[config.mk]
export PLATFORM = sky130hd
export DESIGN_NAME = rr_fifo_arbiter
export DESIGN_NICKNAME = d
export VERILOG_FILES = /design/src/rtl/rr_fifo_arbiter_pkg.sv /design/src/rtl/sync_fifo_fwft.sv /design/src/rtl/rr_fifo_arbiter.sv
export SDC_FILE = /design/constraint.sdc
export NUM_CORES = 1
export LEC_CHECK = 0
export CAP_MARGIN = 20
export CORE_MARGIN = 2
export CORE_UTILIZATION = 40
export DETAILED_ROUTE_END_ITERATION = 8
export DONT_BUFFER_PORTS = 1
export GPL_TIMING_DRIVEN = 0
export PLACE_DENSITY = 0.58
export SYNTH_ARGS = -nofsm -noshare
export SYNTH_HDL_FRONTEND = slang
export SYNTH_HIERARCHICAL = 1
export SYNTH_SLANG_ARGS = --single-unit
[constraint.sdc]
create_clock -name clk -period 2.9 [get_ports clk]
set_input_delay 0.58 -clock clk [delete_from_list [all_inputs] [get_ports clk]]
set_output_delay 0.58 -clock clk [all_outputs]
set_load 0.05 [all_outputs]
[src/rtl/rr_fifo_arbiter_pkg.sv]
// Shared constants and the rotating-priority scan used by the arbiter.
package rr_arb_pkg;

  localparam int NREQ_DEF  = 4;
  localparam int DW_DEF    = 8;
  localparam int DEPTH_DEF = 16;

  // Widest requester set the scan function supports; callers zero-extend.
  localparam int MAXN  = 32;
  localparam int MAXSW = 5;

  // Scan (last+1) .. (last+n) mod n and return {found, idx} of the first
  // set bit in valid. Bits at or above n are ignored.
  function automatic logic [MAXSW:0] rr_pick(input logic [MAXN-1:0] valid,
                                             input int unsigned      last,
                                             input int unsigned      n);
    logic             found;
    logic [MAXSW-1:0] sel;
    int unsigned      idx;
    found = 1'b0;
    sel   = '0;
    for (int k = 1; k <= MAXN; k++) begin
      if (k <= int'(n)) begin
        idx = (last + k) % n;
        if (!found && valid[idx]) begin
          found = 1'b1;
          sel   = MAXSW'(idx);
        end
      end
    end
    return {found, sel};
  endfunction

endpackage

[src/rtl/sync_fifo_fwft.sv]
// Synchronous first-word-fall-through FIFO: head_data always shows the
// oldest entry; pointers carry an extra wrap bit to tell full from empty.
module sync_fifo_fwft #(
  parameter int W     = 10,
  parameter int DEPTH = 16,
  localparam int AW   = $clog2(DEPTH)
) (
  input  logic          clk,
  input  logic          reset,
  input  logic          push,
  input  logic [W-1:0]  push_data,
  input  logic          pop,
  output logic [W-1:0]  head_data,
  output logic [AW:0]   count,
  output logic          full,
  output logic          empty
);

  logic [W-1:0] mem [DEPTH];
  logic [AW:0]  wptr;
  logic [AW:0]  rptr;
  logic         do_push;
  logic         do_pop;

  // Guard the strobes so a misbehaving caller can never over/underflow.
  always_comb begin
    do_push = push && !full;
    do_pop  = pop && !empty;
  end

  // Pointers and occupancy.
  always_ff @(posedge clk) begin
    if (reset) begin
      wptr  <= '0;
      rptr  <= '0;
      count <= '0;
    end else begin
      if (do_push) wptr <= wptr + 1'b1;
      if (do_pop)  rptr <= rptr + 1'b1;
      if (do_push && !do_pop)      count <= count + 1'b1;
      else if (do_pop && !do_push) count <= count - 1'b1;
    end
  end

  // Storage is intentionally not reset.
  always_ff @(posedge clk) begin
    if (do_push) mem[wptr[AW-1:0]] <= push_data;
  end

  // Head and status flags.
  always_comb begin
    head_data = mem[rptr[AW-1:0]];
    full      = (count == (AW+1)'(DEPTH));
    empty     = (count == '0);
  end

  // Count-derived flags must agree with the pointer wrap-bit rule.
  always_ff @(posedge clk) begin
    if (!reset) begin
      assert (full  == ((wptr ^ rptr) == {1'b1, {AW{1'b0}}}));
      assert (empty == (wptr == rptr));
      assert (count <= (AW+1)'(DEPTH));
    end
  end

endmodule

[src/rtl/rr_fifo_arbiter.sv]
// Round-robin arbiter sharing one FIFO write port among NREQ requesters;
// each accepted word is tagged with its source index.
//
// Handshake: a transfer happens on a rising edge where valid && ready are
// both high. req_ready depends only on req_valid, full and the last grant
// (never on out_ready); requesters hold req_data stable while waiting and
// may drop valid without a grant. out_valid/out_data/out_src is FWFT.
module rr_fifo_arbiter
  import rr_arb_pkg::*;
#(
  parameter int NREQ  = NREQ_DEF,
  parameter int DW    = DW_DEF,
  parameter int DEPTH = DEPTH_DEF,
  localparam int SW   = $clog2(NREQ),
  localparam int CW   = $clog2(DEPTH) + 1
) (
  input  logic               clk,
  input  logic               reset,
  input  logic [NREQ-1:0]    req_valid,
  input  logic [NREQ*DW-1:0] req_data,
  output logic [NREQ-1:0]    req_ready,
  output logic               out_valid,
  output logic [DW-1:0]      out_data,
  output logic [SW-1:0]      out_src,
  input  logic               out_ready,
  output logic [CW-1:0]      count,
  output logic               full,
  output logic               empty
);

  logic [SW-1:0]    last_grant;
  logic [MAXN-1:0]  valid_ext;
  logic [MAXSW:0]   pick;
  logic             push;
  logic [SW-1:0]    grant_idx;
  logic [SW+DW-1:0] push_data;
  logic [SW+DW-1:0] head_data;
  logic             pop;

  // Grant: first valid requester after last_grant, suppressed when full.
  always_comb begin
    valid_ext             = '0;
    valid_ext[NREQ-1:0]   = req_valid;
    pick                  = rr_pick(valid_ext, int'(last_grant), NREQ);
    grant_idx             = pick[SW-1:0];
    push                  = pick[MAXSW] && !full;
    req_ready             = push ? (NREQ'(1) << grant_idx) : '0;
    push_data             = {grant_idx, req_data[grant_idx*DW +: DW]};
    out_valid             = !empty;
    pop                   = out_valid && out_ready;
    out_src               = head_data[SW+DW-1:DW];
    out_data              = head_data[DW-1:0];
  end

  // Priority pointer: moves only on an accepted push.
  always_ff @(posedge clk) begin
    if (reset)     last_grant <= SW'(NREQ - 1);
    else if (push) last_grant <= grant_idx;
  end

  sync_fifo_fwft #(
    .W     (SW + DW),
    .DEPTH (DEPTH)
  ) u_fifo (
    .clk       (clk),
    .reset     (reset),
    .push      (push),
    .push_data (push_data),
    .pop       (pop),
    .head_data (head_data),
    .count     (count),
    .full      (full),
    .empty     (empty)
  );

  // Structural invariants of the grant and status outputs.
  always_ff @(posedge clk) begin
    if (!reset) begin
      assert ($onehot0(req_ready));
      assert (!(full && req_ready != '0));
      assert (!(empty && out_valid));
      assert (count <= CW'(DEPTH));
    end
  end

endmodule

==> impl_metrics.sql <==
INSERT INTO impl_metrics (metric_group, metric, value, unit) VALUES
('critical_path', 'worstPathRequired', '3.20', 'ns'),
('detailed_routing', 'routedWlPerCell', '22.09', 'um'),
('final_layout', 'antenna-diode-count', '0', ''),
('sta', 'setup_violations', '4', ''),
('synth', 'synthDistinctLibCells', '45', ''),
('floorplanning', 'ports_placed_on_the_boundary', '61', ''),
('synth', 'postSynth.asyncResetShare', '0', '%'),
('sta', 'slew_headroom', '29.28', '%'),
('sta', 'rsz0062_at_grt', 'true', ''),
('power', 'power-per-cell-area', '1048', 'nW/um^2'),
('power', 'power.sequential.fraction', '39.6', '%'),
('critical_path', 'maximum_net_fanout_on_the_critical_path', '5', ''),
('power', 'power_leakage', '2.832', 'nW'),
('global_routing', 'antenna_found_initial', '0', ''),
('cts', 'cts_inserted_buffers', '17', ''),
('global_routing', 'via_count_of_the_first_global_routing_pass', '4082', ''),
('cts', 'root_buffer', 'sky130_fd_sc_hd__clkbuf_16', ''),
('critical_path', 'critPathKind', 'reg2reg', ''),
('place', 'place_inst', '666', ''),
('flow_run', 'drv.max_cap_violation_count', '0', ''),
('detailed_routing', 'drtIter0Drc', '352', ''),
('synth', 'synthAdderAreaFrac', '1.791', '%'),
('sta', 'maxSlewViolCount', '0', ''),
('synth', 'postSynth.topFlopCell', 'sky130_fd_sc_hd__edfxtp_1', ''),
('power', 'max-vdd-ir-drop', '840.0', 'uV'),
('detailed_routing', 'vias_per_cell', '5.518', ''),
('final_layout', 'area.growth.synth_to_final', '17.03', '%'),
('detailed_routing', 'routed_wirelength', '15640', 'um'),
('power', 'switching_power', '3.199', 'mW'),
('sta', 'min_period_over_period', '108.6', '%'),
('synth', 'synthesis.area', '7405', 'um^2'),
('cts', 'clk_path_buf_depth', '2', ''),
('detailed_routing', 'drtAntennaViolNets', '0', ''),
('floorplanning', 'dieWidth', '140.1', 'um'),
('place', 'port_buffer_count', '0', ''),
('global_routing', 'largest_net_degree_at_the_start_of_global_routing', '26', ''),
('power', 'internal_power', '5.885', 'mW'),
('place', 'hpwlAfterDp', '10430', 'um'),
('floorplanning', 'design.die.area', '19620', 'um^2'),
('synth', 'synth.largest_area_cell', 'sky130_fd_sc_hd__edfxtp_1', ''),
('synth', 'postSynthAreaPerCell', '17.10', 'um^2'),
('synth', 'syn_warnings', '6', ''),
('final_layout', 'layout.core_utilization', '47.91', '%'),
('sta', 'report.final.hold_viol_count', '0', ''),
('critical_path', 'worst-endpoint-arrival', '3.45', 'ns'),
('sta', 'min_period', '3.149', 'ns'),
('status', 'status', 'complete, but fails checks', ''),
('synth', 'synth_compound_area_share', '5.559', '%'),
('sta', 'worst_setup_slack_final', '-0.2489', 'ns'),
('sta', 'finalSetupTns', '-0.6913', 'ns'),
('synth', 'synth.yosys.seq_area_share', '70.02', '%'),
('global_routing', 'global_route.usage.total', '16.74', '%'),
('detailed_routing', 'drcViolationCount', '0', ''),
('detailed_routing', 'vias', '3907', ''),
('sta', 'max_freq', '317.6', 'MHz'),
('cts', 'clk-insertion-delay-late', '0.41', 'ns'),
('floorplanning', 'initial_core_util', '40.94', '%'),
('sta', 'timing.clock.skew', '0.008848', 'ns'),
('critical_path', 'critPathLaunchType', 'flop', ''),
('floorplanning', 'fp.dieH', '140.1', 'um'),
('synth', 'synth-xor-area-share', '0.9463', '%'),
('power', 'power.share.combinational', '35.4', '%'),
('synth', 'post_synthesis_simple_gate_area_fraction', '6.370', '%'),
('power', 'power_frac_clock', '25.0', '%'),
('global_routing', 'grt_pass1_wl', '23970', 'um'),
('cts', 'numClockSinks', '179', ''),
('floorplanning', 'floorplan.rows', '49', ''),
('final_layout', 'fraction_of_layout_instances_using_a_drive_strength_above_1', '34.45', '%'),
('detailed_routing', 'dr.pass1.iters', '6', ''),
('status', 'failed_checks', 'negative setup slack', ''),
('synth', 'synth_top_family_by_area', 'multiplexers', '');
-- power groups by stage --
stage | Sequential (mW) | Clock [mW] | Combinational [mW]
floorplan | 3.59 | 0 | 2.31
global placement | 3.63 | 0 | 2.87
detailed placement | 3.65 | 0 | 2.97
CTS | 3.61 | 2.32 | 3.12
global route | 3.63 | 2.43 | 3.46
finish | 3.60 | 2.27 | 3.21
-- registers in the layout (all words and copies together), names as in the netlist, named ones only --
name	count
u_fifo/mem	160
u_fifo/rptr	4
last_grant	2
u_fifo/wptr	4
u_fifo/count	5
-- worst max-delay path: stages, from the launching register on --
cell and delay [ns]:
sky130_fd_sc_hd__dfxtp_4 0.41, sky130_fd_sc_hd__or4_4 0.61, sky130_fd_sc_hd__nor2_4 0.40, sky130_fd_sc_hd__a21o_1 0.18
sky130_fd_sc_hd__inv_2 0.05, sky130_fd_sc_hd__o21a_4 0.12, sky130_fd_sc_hd__ha_4 0.17, sky130_fd_sc_hd__inv_6 0.08
sky130_fd_sc_hd__ha_4 0.22, sky130_fd_sc_hd__a21oi_4 0.13, sky130_fd_sc_hd__a211oi_2 0.08, sky130_fd_sc_hd__a31oi_1 0.22
sky130_fd_sc_hd__mux2_2 0.36
-- cell usage after synthesis (3+ instances only) --
| master | number |
|---|---|
| sky130_fd_sc_hd__a32oi_1 | 8 |
| sky130_fd_sc_hd__o211ai_1 | 3 |
| sky130_fd_sc_hd__a21oi_1 | 12 |
| sky130_fd_sc_hd__mux4_2 | 40 |
| sky130_fd_sc_hd__dfxtp_1 | 19 |
| sky130_fd_sc_hd__inv_1 | 7 |
| sky130_fd_sc_hd__xor2_1 | 6 |
| sky130_fd_sc_hd__a21o_1 | 4 |
| sky130_fd_sc_hd__mux2i_1 | 3 |
| sky130_fd_sc_hd__nor3_1 | 6 |
| sky130_fd_sc_hd__nand2_2 | 8 |
| sky130_fd_sc_hd__ha_1 | 9 |
| sky130_fd_sc_hd__edfxtp_1 | 160 |
| sky130_fd_sc_hd__nor2_1 | 37 |
| sky130_fd_sc_hd__buf_1 | 3 |
| sky130_fd_sc_hd__and3_1 | 4 |
| sky130_fd_sc_hd__buf_2 | 5 |
| sky130_fd_sc_hd__a22oi_1 | 20 |
| sky130_fd_sc_hd__nand2b_1 | 4 |
| sky130_fd_sc_hd__nand2_1 | 32 |
| sky130_fd_sc_hd__buf_6 | 4 |
| sky130_fd_sc_hd__nor2b_1 | 5 |
| sky130_fd_sc_hd__clkbuf_1 | 10 |
-- final cells by class --
cell class	count	area, um^2
Clock buffer	18	429.2
Fill cell	1495	9420
Multi-Input combinational cell	222	2250
Buffer	20	160.2
Inverter	8	42.54
Tap cell	229	286.5
Sequential cell	179	5197
Timing Repair Buffer	18	138.9
Clock inverter	14	161.4
-- placed cells by master, fill, tap and decap left out, types with 6 or more instances in the layout --
cell type and instances:
sky130_fd_sc_hd__a21oi_1 10, sky130_fd_sc_hd__a22oi_1 13, sky130_fd_sc_hd__a22oi_2 7, sky130_fd_sc_hd__a32oi_1 7, sky130_fd_sc_hd__buf_4 17, sky130_fd_sc_hd__buf_6 8
sky130_fd_sc_hd__clkbuf_16 17, sky130_fd_sc_hd__dfxtp_1 13, sky130_fd_sc_hd__edfxtp_1 160, sky130_fd_sc_hd__ha_1 6, sky130_fd_sc_hd__mux4_2 40, sky130_fd_sc_hd__nand2_1 23
sky130_fd_sc_hd__nand2_2 16, sky130_fd_sc_hd__nor2_1 26, sky130_fd_sc_hd__nor2_2 9, sky130_fd_sc_hd__xor2_1 6
-- path summary, 6_finish.rpt --
kind,start,end,slack [ns],cells after the start
max,u_fifo/count[1]$_SDFFE_PP0P_,u_fifo/count[4]$_SDFFE_PP0P_,-0.25,12
min,reset,last_grant[0]$_SDFFE_PP1P_,0.27,1
max reg2reg,u_fifo/count[1]$_SDFFE_PP0P_,u_fifo/count[4]$_SDFFE_PP0P_,-0.25,12
min reg2reg,last_grant[0]$_SDFFE_PP1P_,last_grant[0]$_SDFFE_PP1P_,0.55,1
-- layer usage --
| metal | global-route usage (%) | up-vias | wire (um) |
|---|---|---|---|
| met5 | 0 | - | 0 |
| met3 | 4.239 | 16 | 740 |
| met4 | 6.273 | 0 | 345 |
| met2 | 27.43 | 107 | 8015 |
| li1 | - | 1779 | - |
| met1 | 21.75 | 2005 | 6541 |
-- cells by family (layout without fill, tap and decap cells) --
kind of cell | count (synthesis) | after routing
multiplexers | 44 | 44
AO/OA/AOI/OAI | 57 | 57
flip-flops | 179 | 179
adder cells (fa/ha/maj) | 10 | 10
buffers and inverters | 32 | 78
XOR/XNOR | 8 | 8
AND/OR/NAND/NOR | 103 | 103
-- stage by stage --
stage | instance area, um^2 | total power, mW | setup WS [ns] | hold WS [ns]
finish | 8666 | 9.084 | -0.2489 | 0.2685
CTS | 8556 | 9.049 | -0.3436 | 0.2438
floorplan | 7487 | 5.906 | -0.2778 | 0.4729
detailed placement | 7824 | 6.616 | -0.5684 | 0.5194
global route | 8666 | 9.514 | -0.3537 | 0.2477
global placement | 7774 | 6.505 | -0.5483 | 0.5059
-- timing repair --
item	4_1_cts	5_1_grt
buffers inserted	4	3
pin swaps	9	7
resized for setup	43	10
setup endpoints to repair	123	38
No activity file was read; power rests on OpenSTA's default activity.
